File: src/rtl/rf_wr_pkg.sv
// rtl/rf_wr_pkg.sv - shared parameters, FSM states and request type for the rf16x160 write controller
package rf_wr_pkg;

  localparam int DEPTH  = 16;
  localparam int WIDTH  = 160;
  localparam int NQUAD  = 4;
  localparam int QW     = WIDTH / NQUAD;
  localparam int ADDR_W = $clog2(DEPTH);
  localparam int FIFO_D = 2;

  typedef enum logic [1:0] {
    IDLE,
    CHECK,
    COMMIT,
    RESP
  } wr_st_e;

  typedef struct packed {
    logic [ADDR_W-1:0] addr;
    logic [NQUAD-1:0]  qmask;
    logic [WIDTH-1:0]  data;
  } wr_req_t;

endpackage

File: src/rtl/rf_wr_fifo.sv
// rtl/rf_wr_fifo.sv - small in-order request buffer of wr_req_t entries
module rf_wr_fifo
  import rf_wr_pkg::*;
#(
  parameter int D = FIFO_D
) (
  input  logic    clk,
  input  logic    reset,
  input  logic    push,
  input  wr_req_t push_data,
  input  logic    pop,
  output wr_req_t pop_data,
  output logic    full,
  output logic    empty
);

  localparam int PW = (D > 1) ? $clog2(D) : 1;
  localparam int CW = $clog2(D + 1);

  wr_req_t       mem_q [D];
  logic [PW-1:0] wr_ptr_q;
  logic [PW-1:0] rd_ptr_q;
  logic [CW-1:0] cnt_q;

  function automatic logic [PW-1:0] ptr_inc(input logic [PW-1:0] p);
    return (p == PW'(D - 1)) ? '0 : p + PW'(1);
  endfunction

  // Storage carries no reset; occupancy is tracked by the counter alone.
  always_ff @(posedge clk) begin
    if (push) begin
      mem_q[wr_ptr_q] <= push_data;
    end
  end

  // Pointer and occupancy bookkeeping; push and pop may coincide.
  always_ff @(posedge clk) begin
    if (reset) begin
      wr_ptr_q <= '0;
      rd_ptr_q <= '0;
      cnt_q    <= '0;
    end else begin
      if (push) wr_ptr_q <= ptr_inc(wr_ptr_q);
      if (pop)  rd_ptr_q <= ptr_inc(rd_ptr_q);
      case ({push, pop})
        2'b10:   cnt_q <= cnt_q + CW'(1);
        2'b01:   cnt_q <= cnt_q - CW'(1);
        default: cnt_q <= cnt_q;
      endcase
    end
  end

  assign pop_data = mem_q[rd_ptr_q];
  assign full     = (cnt_q == CW'(D));
  assign empty    = (cnt_q == '0);

endmodule

File: src/rtl/bw_r_rf16x160_wr_ctl.sv
// rtl/bw_r_rf16x160_wr_ctl.sv - write-side controller with per-entry sticky locks for the 16x160 register file
module bw_r_rf16x160_wr_ctl
  import rf_wr_pkg::*;
(
  input  logic              wr_clk,
  input  logic              reset,
  input  logic              wr_req_vld,
  output logic              wr_req_rdy,
  input  logic [ADDR_W-1:0] wr_req_addr,
  input  logic [NQUAD-1:0]  wr_req_qmask,
  input  logic [WIDTH-1:0]  wr_req_data,
  input  logic              lk_set_vld,
  input  logic [DEPTH-1:0]  lk_set_mask,
  output logic [DEPTH-1:0]  lk_q,
  output logic [NQUAD-1:0]  ary_wen,
  output logic [ADDR_W-1:0] ary_waddr,
  output logic [WIDTH-1:0]  ary_wdata,
  output logic              wr_rsp_vld,
  input  logic              wr_rsp_rdy,
  output logic              wr_rsp_err
);

  wr_st_e            st_q;
  wr_req_t           op_q;
  logic              err_q;
  logic [NQUAD-1:0]  ary_wen_q;
  logic [ADDR_W-1:0] ary_waddr_q;
  logic [WIDTH-1:0]  ary_wdata_q;
  logic              rsp_vld_q;
  logic              rsp_err_q;
  logic [DEPTH-1:0]  lk_d;

  logic    fifo_push;
  logic    fifo_pop;
  logic    fifo_full;
  logic    fifo_empty;
  wr_req_t fifo_in;
  wr_req_t fifo_head;

  assign wr_req_rdy = !fifo_full && !reset;
  assign fifo_push  = wr_req_vld && wr_req_rdy;
  assign fifo_pop   = (st_q == IDLE) && !fifo_empty;
  assign fifo_in    = '{addr: wr_req_addr, qmask: wr_req_qmask, data: wr_req_data};

  rf_wr_fifo #(.D(FIFO_D)) u_fifo (
    .clk       (wr_clk),
    .reset     (reset),
    .push      (fifo_push),
    .push_data (fifo_in),
    .pop       (fifo_pop),
    .pop_data  (fifo_head),
    .full      (fifo_full),
    .empty     (fifo_empty)
  );

  // A lock arriving in the same cycle as CHECK must already count against the op.
  always_comb begin
    lk_d = lk_q | (lk_set_vld ? lk_set_mask : '0);
  end

  // Single-op pipeline: pop, lock check, strobe, then hold the response until accepted.
  always_ff @(posedge wr_clk) begin
    if (reset) begin
      st_q        <= IDLE;
      op_q        <= '0;
      err_q       <= 1'b0;
      lk_q        <= '0;
      ary_wen_q   <= '0;
      ary_waddr_q <= '0;
      ary_wdata_q <= '0;
      rsp_vld_q   <= 1'b0;
      rsp_err_q   <= 1'b0;
    end else begin
      lk_q <= lk_d;
      case (st_q)
        IDLE: begin
          if (!fifo_empty) begin
            op_q <= fifo_head;
            st_q <= CHECK;
          end
        end
        CHECK: begin
          err_q       <= lk_d[op_q.addr];
          ary_wen_q   <= lk_d[op_q.addr] ? '0 : op_q.qmask;
          ary_waddr_q <= op_q.addr;
          ary_wdata_q <= op_q.data;
          st_q        <= COMMIT;
        end
        COMMIT: begin
          ary_wen_q <= '0;
          rsp_vld_q <= 1'b1;
          rsp_err_q <= err_q;
          st_q      <= RESP;
        end
        RESP: begin
          if (wr_rsp_rdy) begin
            rsp_vld_q <= 1'b0;
            rsp_err_q <= 1'b0;
            st_q      <= IDLE;
          end
        end
        default: st_q <= IDLE;
      endcase
    end
  end

  assign ary_wen    = ary_wen_q;
  assign ary_waddr  = ary_waddr_q;
  assign ary_wdata  = ary_wdata_q;
  assign wr_rsp_vld = rsp_vld_q;
  assign wr_rsp_err = rsp_err_q;

endmodule

File: config.mk
export PLATFORM = sky130hd
export DESIGN_NAME = bw_r_rf16x160_wr_ctl
export DESIGN_NICKNAME = d
export VERILOG_FILES = /design/src/rtl/rf_wr_pkg.sv /design/src/rtl/rf_wr_fifo.sv /design/src/rtl/bw_r_rf16x160_wr_ctl.sv
export SDC_FILE = /design/constraint.sdc
export NUM_CORES = 1
export LEC_CHECK = 0
export CAP_MARGIN = 20
export CELL_PAD_IN_SITES_DETAIL_PLACEMENT = 2
export CELL_PAD_IN_SITES_GLOBAL_PLACEMENT = 2
export CORE_UTILIZATION = 40
export DETAILED_ROUTE_END_ITERATION = 7
export PLACE_DENSITY_LB_ADDON = 0.1
export RECOVER_POWER = 50
export SLEW_MARGIN = 15
export SYNTH_ARGS = -nofsm -noshare
export SYNTH_HDL_FRONTEND = slang
export SYNTH_SLANG_ARGS = --single-unit
File: constraint.sdc
create_clock -name wr_clk -period 28.6 [get_ports wr_clk]
set_input_delay 2.86 -clock wr_clk [delete_from_list [all_inputs] [get_ports wr_clk]]
set_output_delay 2.86 -clock wr_clk [all_outputs]
set_load 0.005 [all_outputs]
==> results.py <==
metrics = {
    "finish": {
        "drive_gt1_share_pct": 8.38,
        "final_nets": 2306,
        "post-route-util_pct": 50.6,
        "postLayoutCellArea_um2": 31400,
        "instances_no_fill": 3030,
        "layout_common_cells": "nor2_1 (361), dfxtp_1 (360), edfxtp_1 (336)",
        "final_common_cell": "nor2_1",
        "syn_to_final_growth_pct": 24.4,
    },
    "synth": {
        "synthTopCellsByArea": "edfxtp_1 (40%), dfxtp_1 (29%), mux2i_1 (13%), a211oi_2 (7.4%), nor2_1 (5.4%)",
        "synthCells": 1760,
        "syn_area_um2": 25200,
        "synthAdderAreaFrac_pct": 0.248,
        "synth_edf_count": 336,
        "syn-num-nets": 1954,
        "ys_warn_count": 0,
        "ys_seq_area_share_pct": 68.6,
        "synth_top_cell_area_share_pct": 40.0,
        "synth_top_cell_by_area": "edfxtp_1",
        "synth_top_family_by_area": "multiplexers",
        "synth_xor_area_share_pct": 0.139,
        "synth.mux.area_fraction_pct": 13.2,
        "synth_cell_types": 33,
        "synth_ff_type": "dfxtp_1",
        "yosys.area_share.simple_pct": 6.07,
        "synth_compound_area_share_pct": 8.77,
        "avgSynthCellArea_um2": 14.3,
        "async_flop_share_pct": 0,
        "ys_ff_latch": 697,
    },
    "clock_network": {
        "clk_path_buf_depth": 3,
        "hold_buffers": 0,
        "ctsResizeCount": 0,
        "numCtsBuffers": 76,
        "cts_tree": "yes",
        "clk_pin_slew_ns": 0.06,
        "cts_sinks": 697,
        "htreeDepth": 3,
        "post_cts_buffers": 0,
        "cts-root-buf": "clkbuf_16",
        "clk_latency_ns": 0.61,
    },
    "sta": {
        "drv_slew": 331,
        "fin_crit_sh_pct": 37.7,
        "post-route-min-period_ns": 10.79,
        "max_freq_ghz": 0.0927,
        "fin_worst_skew_ns": 0.0172,
        "hold_violations": 0,
        "worstMarginPinSlew_ns": 5.04,
        "setup_tns_ns": 0,
        "setup_violations": 0,
        "max_slew_margin_pct": -236,
        "rsz0062_at_grt": "no",
    },
    "floorplanning": {
        "die_y_um": 253,
        "core-area_um2": 62100,
        "rows": 91,
        "io_pins": 376,
        "die-width_um": 253,
        "start_util_pct": 40.7,
        "die-area_um2": 64100,
    },
    "place": {
        "portBuffers": 375,
        "routabilityCongestion": 0.753,
        "dpl.hpwl_mm": 42.1,
        "place_inst": 2871,
        "placed_area_um2": 29500,
    },
    "global_route": {
        "grtUsageTotal_pct": 21.2,
        "grt_pass1_wl_mm": 102,
        "grt_max_degree": 196,
        "antenna_found_initial": 42,
        "grt_pass1_vias": 16900,
        "grt_overflow_total": 0,
    },
    "worst_setup_path": {
        "cp-start-kind": "primary input",
        "ff2ff_setup_slack_ns": 23.64,
        "crit_family": "buffers and inverters",
        "cp_slowest_stage_delay_ns": 3.46,
        "crit_path_end": "ary_wdata[90]",
        "crit_buf_inv": 4,
        "r2r-end": "u_fifo.mem_q[0][119]",
        "cp_slowest_cell": "clkbuf_1",
        "startpoint": "reset",
        "critical_path_depth": 5,
        "cp_max_fo": 98,
        "r2r_cells": 6,
        "critical_path_class": "in2reg",
        "end_kind": "flip-flop",
        "r2r-start": "u_fifo.cnt_q[0]",
        "crit_chain": "clkbuf_1, clkbuf_1, buf_4, buf_4, nor2_1",
        "cp.required_ns": 29.05,
        "worstPathArrival_ns": 11.23,
    },
    "hold_path": {
        "hold_class": "reg2reg",
    },
    "job": {
        "maxCapViolCount": 5,
    },
    "routing": {
        "ant_nets": 0,
        "wire_per_inst_um": 22.5,
        "viasPerCell": 5.06,
        "route.detailed.drc": 0,
        "routed_wl_mm": 68.2,
        "drtIter0Drc": 572,
        "vias": 15300,
        "dr.pass1.iters": 4,
    },
    "pwr": {
        "vdd_ir_drop_max_v": 0.0000961,
        "power_density_nw_per_um2": 98.5,
        "leakage_uw": 0.0105,
    },
    "run_status": {
        "run_status": "finished with violations",
        "violations": "capacitance limit, slew limit",
    },
}
-- synth_stat cells, drive strengths merged (4+ instances only) --
library cell and instances:
nor2 362, dfxtp 361, edfxtp 336, mux2i 333, a211oi 169, buf 90, clkbuf 28, a21oi 24
nand2 12, nand3 8, o21ai 6, ha 5, a22oi 4, inv 4, nor2b 4
-- tightest hold or removal path, delay by kind of cell (launching register included) --
kind	cells	cell delay [ns]
compound gates	1	0.05
simple gates	1	0.05
flops	1	0.31
-- area by class of cell --
cell class	instances	area (µm²)
clock inverter	22	98.8
antenna	20	50.0
sequential	697	17300
timing repair buffer	392	3890
inverter	4	15.0
fill	5759	30600
multi-input combinational	941	6770
tap	837	1050
clock buffer	117	2210
-- registers in the layout (all words and copies together) (netlist names) --
signal,cells
op_q,168
wr_rsp_err,1
ary_wen,4
wr_rsp_vld,1
st_q,2
u_fifo.cnt_q,2
u_fifo.rd_ptr_q,1
err_q,1
lk_q,16
ary_wdata,160
u_fifo.mem_q,336
ary_waddr,4
u_fifo.wr_ptr_q,1
-- power breakdown --
group          switching (µW)  internal (µW)  total, µW
logic                     457            337        793
clock network             390            530        920
registers                 117           1260       1380
total                     963           2130       3090
-- layer usage --
| metal | GRT usage, % | up-vias | wire length [µm] |
|---|---|---|---|
| met1 | 25.0 | 7717 | 27600 |
| li1 | - | 7103 | - |
| met3 | 6.88 | 159 | 4610 |
| met2 | 36.1 | 336 | 33900 |
| met5 | 0 | - | 199 |
| met4 | 6.96 | 30 | 1910 |
-- stage by stage --
| stage | setup WS (ns) | power (µW) | hold WS (ns) |
|---|---|---|---|
| 2_1_floorplan | 17.57 | 2020 | 0.432 |
| 3_3_place_gp | 21.57 | 2210 | 0.438 |
| 3_5_place_dp | 21.58 | 2270 | 0.457 |
| 4_1_cts | 21.57 | 3210 | 0.463 |
| 5_1_grt | 16.96 | 3260 | 0.475 |
| 6_report | 17.81 | 3090 | 0.457 |
-- worst min-delay path by stage --
stage | start | end | slack [ns] | cells past startpoint
floorplan | err_q | wr_rsp_err | 0.43 | 2
global placement | ary_wen[0] | ary_wen[0] | 0.44 | 2
detailed placement | ary_wen[2] | ary_wen[2] | 0.46 | 2
CTS | ary_wen[2] | ary_wen[2] | 0.46 | 2
global route | ary_wen[1] | ary_wen[1] | 0.47 | 2
finish | ary_wen[2] | ary_wen[2] | 0.46 | 2
-- cells by family after synthesis --
logic type / Yosys count
adder cells (fa/ha/maj): 5
XOR/XNOR: 4
multiplexers: 333
buffers and inverters: 122
flip-flops: 697
AND/OR/NAND/NOR: 395
AO/OA/AOI/OAI: 204
Note: power is estimated with default switching activity, not from simulation.
